**src/rtl/serial_sub_pkg.sv**
```systemverilog
// Shared types and elaboration helpers for the serial subtractor.
package serial_sub_pkg;

  typedef enum logic [1:0] {
    IDLE = 2'd0,
    RUN  = 2'd1,
    DONE = 2'd2
  } state_e;

  function automatic int serial_sub_steps(input int width, input int bpc);
    return width / bpc;
  endfunction

  function automatic int serial_sub_cnt_w(input int steps);
    return (steps > 1) ? $clog2(steps) : 1;
  endfunction

endpackage

```
**src/rtl/serial_sub_full_sub_cell.sv**
```systemverilog
// Combinational single-bit full subtractor: d = a - b - bi, bo = borrow out.
module full_sub_cell (
  input  logic a,
  input  logic b,
  input  logic bi,
  output logic d,
  output logic bo
);

  assign d  = a ^ b ^ bi;
  assign bo = (~a & b) | (~a & bi) | (b & bi);

endmodule

```
**src/rtl/serial_sub.sv**
```systemverilog
// Multi-cycle subtractor: a - b - bi over WIDTH bits, BPC bits per clock.
// Define SERIAL_SUB_OVF_EN to add the signed-overflow output ovf.
module serial_sub
  import serial_sub_pkg::*;
#(
  parameter int WIDTH = 8,
  parameter int BPC   = 1
) (
  input  logic             clk,
  input  logic             rst,
  input  logic             start,
  input  logic [WIDTH-1:0] a,
  input  logic [WIDTH-1:0] b,
  input  logic             bi,
  output logic             busy,
  output logic             done,
  output logic [WIDTH-1:0] d,
`ifdef SERIAL_SUB_OVF_EN
  output logic             ovf,
`endif
  output logic             bo
);

  localparam int N     = serial_sub_steps(WIDTH, BPC);
  localparam int CNT_W = serial_sub_cnt_w(N);
  localparam logic [CNT_W-1:0] LAST = CNT_W'(N - 1);

  if (WIDTH < 2 || BPC < 1 || (WIDTH % BPC) != 0) begin : g_bad_cfg
    $error("serial_sub: WIDTH must be >= 2 and divisible by BPC");
  end

  state_e           state_q, state_d;
  logic             busy_q, busy_d;
  logic             done_q, done_d;
  logic [CNT_W-1:0] cnt_q, cnt_d;
  logic [WIDTH-1:0] opa_q, opa_d;
  logic [WIDTH-1:0] opb_q, opb_d;
  logic             brw_q, brw_d;
  logic [WIDTH-1:0] acc_q, acc_d;
  logic [WIDTH-1:0] diff_q, diff_d;
  logic             bo_q, bo_d;
`ifdef SERIAL_SUB_OVF_EN
  logic             amsb_q, amsb_d;
  logic             bmsb_q, bmsb_d;
  logic             ovf_q, ovf_d;
`endif

  logic [BPC:0]     chain;
  logic [BPC-1:0]   step_diff;
  logic [WIDTH-1:0] step_ext;
  logic [WIDTH-1:0] acc_shift;

  // Borrow ripples through BPC cells, seeded by the inter-cycle borrow register.
  assign chain[0] = brw_q;
  for (genvar i = 0; i < BPC; i++) begin : g_cell
    full_sub_cell u_cell (
      .a  (opa_q[i]),
      .b  (opb_q[i]),
      .bi (chain[i]),
      .d  (step_diff[i]),
      .bo (chain[i+1])
    );
  end

  always_comb begin
    step_ext            = '0;
    step_ext[BPC-1:0]   = step_diff;
    acc_shift           = (acc_q >> BPC) | (step_ext << (WIDTH - BPC));
  end

  always_ff @(posedge clk or posedge rst) begin
    if (rst) begin
      state_q <= IDLE;
      busy_q  <= 1'b0;
      done_q  <= 1'b0;
      cnt_q   <= '0;
      opa_q   <= '0;
      opb_q   <= '0;
      brw_q   <= 1'b0;
      acc_q   <= '0;
      diff_q  <= '0;
      bo_q    <= 1'b0;
`ifdef SERIAL_SUB_OVF_EN
      amsb_q  <= 1'b0;
      bmsb_q  <= 1'b0;
      ovf_q   <= 1'b0;
`endif
    end else begin
      state_q <= state_d;
      busy_q  <= busy_d;
      done_q  <= done_d;
      cnt_q   <= cnt_d;
      opa_q   <= opa_d;
      opb_q   <= opb_d;
      brw_q   <= brw_d;
      acc_q   <= acc_d;
      diff_q  <= diff_d;
      bo_q    <= bo_d;
`ifdef SERIAL_SUB_OVF_EN
      amsb_q  <= amsb_d;
      bmsb_q  <= bmsb_d;
      ovf_q   <= ovf_d;
`endif
    end
  end

  always_comb begin
    state_d = state_q;
    unique case (state_q)
      IDLE:    if (start) state_d = RUN;
      RUN:     if (cnt_q == LAST) state_d = DONE;
      DONE:    state_d = IDLE;
      default: state_d = IDLE;
    endcase
  end

  // busy/done are registered from the next state so outputs never decode inputs.
  always_comb begin
    busy_d = (state_d == RUN);
    done_d = (state_d == DONE);
  end

  always_comb begin
    cnt_d  = cnt_q;
    opa_d  = opa_q;
    opb_d  = opb_q;
    brw_d  = brw_q;
    acc_d  = acc_q;
    diff_d = diff_q;
    bo_d   = bo_q;
`ifdef SERIAL_SUB_OVF_EN
    amsb_d = amsb_q;
    bmsb_d = bmsb_q;
    ovf_d  = ovf_q;
`endif
    unique case (state_q)
      IDLE: begin
        if (start) begin
          cnt_d  = '0;
          opa_d  = a;
          opb_d  = b;
          brw_d  = bi;
          acc_d  = '0;
`ifdef SERIAL_SUB_OVF_EN
          amsb_d = a[WIDTH-1];
          bmsb_d = b[WIDTH-1];
`endif
        end
      end
      RUN: begin
        cnt_d = cnt_q + CNT_W'(1);
        opa_d = opa_q >> BPC;
        opb_d = opb_q >> BPC;
        brw_d = chain[BPC];
        acc_d = acc_shift;
        // Result is published only on the last step so d/bo stay frozen during RUN.
        if (cnt_q == LAST) begin
          diff_d = acc_shift;
          bo_d   = chain[BPC];
`ifdef SERIAL_SUB_OVF_EN
          ovf_d  = (amsb_q != bmsb_q) && (acc_shift[WIDTH-1] != amsb_q);
`endif
        end
      end
      default: ;
    endcase
  end

  assign busy = busy_q;
  assign done = done_q;
  assign d    = diff_q;
  assign bo   = bo_q;
`ifdef SERIAL_SUB_OVF_EN
  assign ovf  = ovf_q;
`endif

endmodule

```
**config.mk**
```make
export PLATFORM = sky130hd
export DESIGN_NAME = serial_sub
export DESIGN_NICKNAME = d
export VERILOG_FILES = /design/src/rtl/serial_sub_pkg.sv /design/src/rtl/serial_sub_full_sub_cell.sv /design/src/rtl/serial_sub.sv
export SDC_FILE = /design/constraint.sdc
export NUM_CORES = 1
export LEC_CHECK = 0
export ABC_AREA = 1
export BUFFER_PORTS_ARGS = -buffer_cell sky130_fd_sc_hd__buf_2
export CORE_ASPECT_RATIO = 1.4
export CORE_MARGIN = 5
export CORE_UTILIZATION = 35
export CTS_CLUSTER_DIAMETER = 100
export DETAILED_ROUTE_END_ITERATION = 6
export PLACE_DENSITY = 0.58
export SLEW_MARGIN = 10
export SYNTH_ARGS = -nofsm -noshare
export SYNTH_HDL_FRONTEND = slang
export SYNTH_SLANG_ARGS = --single-unit
```
**constraint.sdc**
```tcl
create_clock -name clk -period 1.9 [get_ports clk]
set_clock_uncertainty 0.2 [all_clocks]
set_input_delay 0.57 -clock clk [delete_from_list [all_inputs] [get_ports clk]]
set_output_delay 0.57 -clock clk [all_outputs]
set_load 0.01 [all_outputs]
```
==> results.py <==
metrics = {
    "layout": {
        "layout_commonest_cell": "nand2_1",
        "antenna_cells": 0,
        "layout_common_cells": "71 x nand2_1, 42 x inv_1, 40 x dfrtp_1",
        "syn2layout_area_growth_pct": 14.9,
        "finalInstanceArea_um2": 2160,
        "drive_above_1_share_pct": 18.4,
        "finalNetCount": 279,
    },
    "pwr": {
        "p_per_area_nw_per_um2": 1550,
        "ir_worst_vdd_mv": 0.465,
        "totalPowerFinal_mw": 3.34,
        "power_leakage_nw": 1.22,
    },
    "setup_path": {
        "crit_chain": "ha_1, ha_1, nand2_2, inv_1, nand2_1, nand2_1",
        "r2r_cells": 6,
        "worstPathArrival_ns": 1.57,
        "worstSetupPathType": "flop to flop",
        "reg2reg_setup_slack_ns": 0.31,
        "start_kind": "flop",
        "critPathSlowestCell": "dfrtp_1",
        "crit_fanout": 19,
        "worstReg2RegEnd": "d[7]$_DFFE_PP0P_",
        "rr_startpoint": "cnt_q[0]$_DFFE_PP0P_",
        "cp-end-kind": "flop",
        "cp.required_ns": 1.88,
        "slowest_delay_ns": 0.40,
    },
    "grt": {
        "grt_max_degree": 41,
        "track_usage_pct": 11.5,
        "grt_pass1_vias": 1444,
        "grt_pass1_wl_mm": 6.40,
        "use_met2_pct": 19.9,
        "grt_busiest_layer": "met2",
        "grtUsageMet3_pct": 2.90,
        "grt_use_met1_pct": 13.2,
        "antenna_found_initial": 0,
        "grt_remaining_overflow": 0,
    },
    "clock_tree": {
        "htree_num_levels": 2,
        "ctsHoldBuffers": 0,
        "cts_resized": 0,
        "cts_buffers": 5,
        "tritoncts": "done",
        "cts.sinks": 40,
        "clock_path_buffers": 2,
        "cts_root_buf": "clkbuf_8",
        "path_clk_slew_ns": 0.08,
        "insertion_delay_ns": 0.29,
        "postCtsSetupBuffers": 0,
    },
    "placement": {
        "gp_congestion": 0.727,
        "hpwlAfterDp_mm": 2.58,
        "post-place-ws_ns": 0.308,
        "place_area_um2": 2080,
        "io_buffers": 30,
    },
    "synth": {
        "synth.area.top_cells": "dfrtp_1 53%, nand2_1 14%, inv_1 8.4%",
        "synthCells": 224,
        "ys_seq_area_share_pct": 53.3,
        "syn_nets": 247,
        "yosysTopAreaCell": "dfrtp_1",
        "synth_warnings": 0,
        "synth_area_um2": 1880,
        "syn_avg_cell_area_um2": 8.39,
        "synth.top_cell.area_share_pct": 53.3,
        "ys_types": 19,
        "ys_ff_latch": 40,
    },
    "sta": {
        "fin_crit_ns": 1.59,
        "clock.fmax_ghz": 0.628,
        "finalSetupViolCount": 0,
        "fin_crit_sh_pct": 83.8,
        "drv_slew": 0,
        "rsz0062_at_grt": "false",
        "hold_viol_final": 0,
        "worst_slack_ns": 0.308,
        "slew_headroom_pct": 79.3,
        "finalSetupTns_ns": 0,
        "tightestPinTransition_ns": 0.309,
    },
    "die": {
        "ios": 31,
        "die_h_um": 96.7,
        "dieArea_um2": 6960,
        "die_w_um": 71.9,
        "core-area_um2": 5200,
        "rows": 31,
        "start_util_pct": 36.2,
    },
    "route": {
        "antenna_left": 0,
        "drc": 0,
        "dr.pass1.iters": 4,
        "drt_iter0_markers": 87,
        "routedWlPerCell_um": 11.4,
        "finalWirelength_mm": 3.67,
        "via_per_inst": 4.48,
        "vias": 1443,
    },
    "run": {
        "cap_violations": 0,
    },
    "hold_path": {
        "min_path_type": "primary input to async pin",
    },
    "run_status": {
        "outcome": "complete, no violations",
    },
}
[worst max-delay path by stage]
stage,from,to,slack [ns],cells after the start
finish,cnt_q[0]$_DFFE_PP0P_,d[7]$_DFFE_PP0P_,0.31,6
global route,cnt_q[0]$_DFFE_PP0P_,d[7]$_DFFE_PP0P_,0.20,6
CTS,cnt_q[0]$_DFFE_PP0P_,d[7]$_DFFE_PP0P_,0.29,6
detailed placement,cnt_q[0]$_DFFE_PP0P_,d[7]$_DFFE_PP0P_,0.31,6
global placement,cnt_q[0]$_DFFE_PP0P_,d[7]$_DFFE_PP0P_,0.35,6
floorplan,rst,acc_q[1]$_DFFE_PP0P_,0.21,1
[final cells by class]
class	instances	area (um2)
flip-flops and latches	40	1000
well taps	66	82.6
clock buffers	6	72.6
fillers	567	3040
clock inverters	1	5.00
multi-input cells	131	633
repair buffers	34	193
inverters	44	173
[through the flow]
stage                     hold WS [ns]  util (%)  cells
final                            0.124      41.6    322
after global routing             0.147      41.6    322
after CTS                        0.129      41.6    322
after detailed placement         0.265      40.1    315
after global placement           0.261      40.1    315
after floorplan                  0.246         -    224
[cell usage after synthesis]
| cell type | n |
|---|---|
| a21oi_1 | 3 |
| buf_2 | 4 |
| buf_4 | 1 |
| buf_6 | 4 |
| dfrtp_1 | 40 |
| fa_1 | 1 |
| ha_1 | 2 |
| inv_1 | 42 |
| inv_4 | 1 |
| inv_6 | 1 |
| nand2_1 | 71 |
| nand2_2 | 1 |
| nand2_4 | 1 |
| nand2_8 | 2 |
| nand3_1 | 30 |
| nor2_1 | 2 |
| nor2_2 | 1 |
| o21ai_0 | 5 |
| o21ai_1 | 12 |
[critical path, delay by kind of cell (launching register included)]
family / cells / cell delay (ns)
adders and majority gates: 2 / 0.42
buffers and inverters: 1 / 0.09
DFF: 1 / 0.40
and+or+nand+nor: 3 / 0.36
[kinds of logic (layout without fill, tap and decap cells)]
logic type	after synthesis	count (layout)	share of synthesized area, %
compound gates	20	20	5.33
fa+ha+maj	3	3	2.40
buf+inv	53	85	13.0
flops	40	40	53.3
simple gates	108	108	26.0
[flip-flops by register name, summed over array words and instances (netlist names), 2 cells and up]
| register | count |
|---|---|
| cnt_q | 3 |
| state_q | 2 |
| opa_q | 8 |
| d | 8 |
| acc_q | 7 |
| opb_q | 8 |
[metal layers]
metal,up-vias,wire [um]
li1,739,-
met1,678,1590
met2,21,1860
met3,5,140
met4,0,75
met5,-,0
[where the power goes]
part	switching, mW	total, mW	internal [mW]
Clock	0.273	0.523	0.250
Sequential	0.195	1.43	1.23
Combinational	0.841	1.39	0.553
Power figures use the tool's default switching activity.
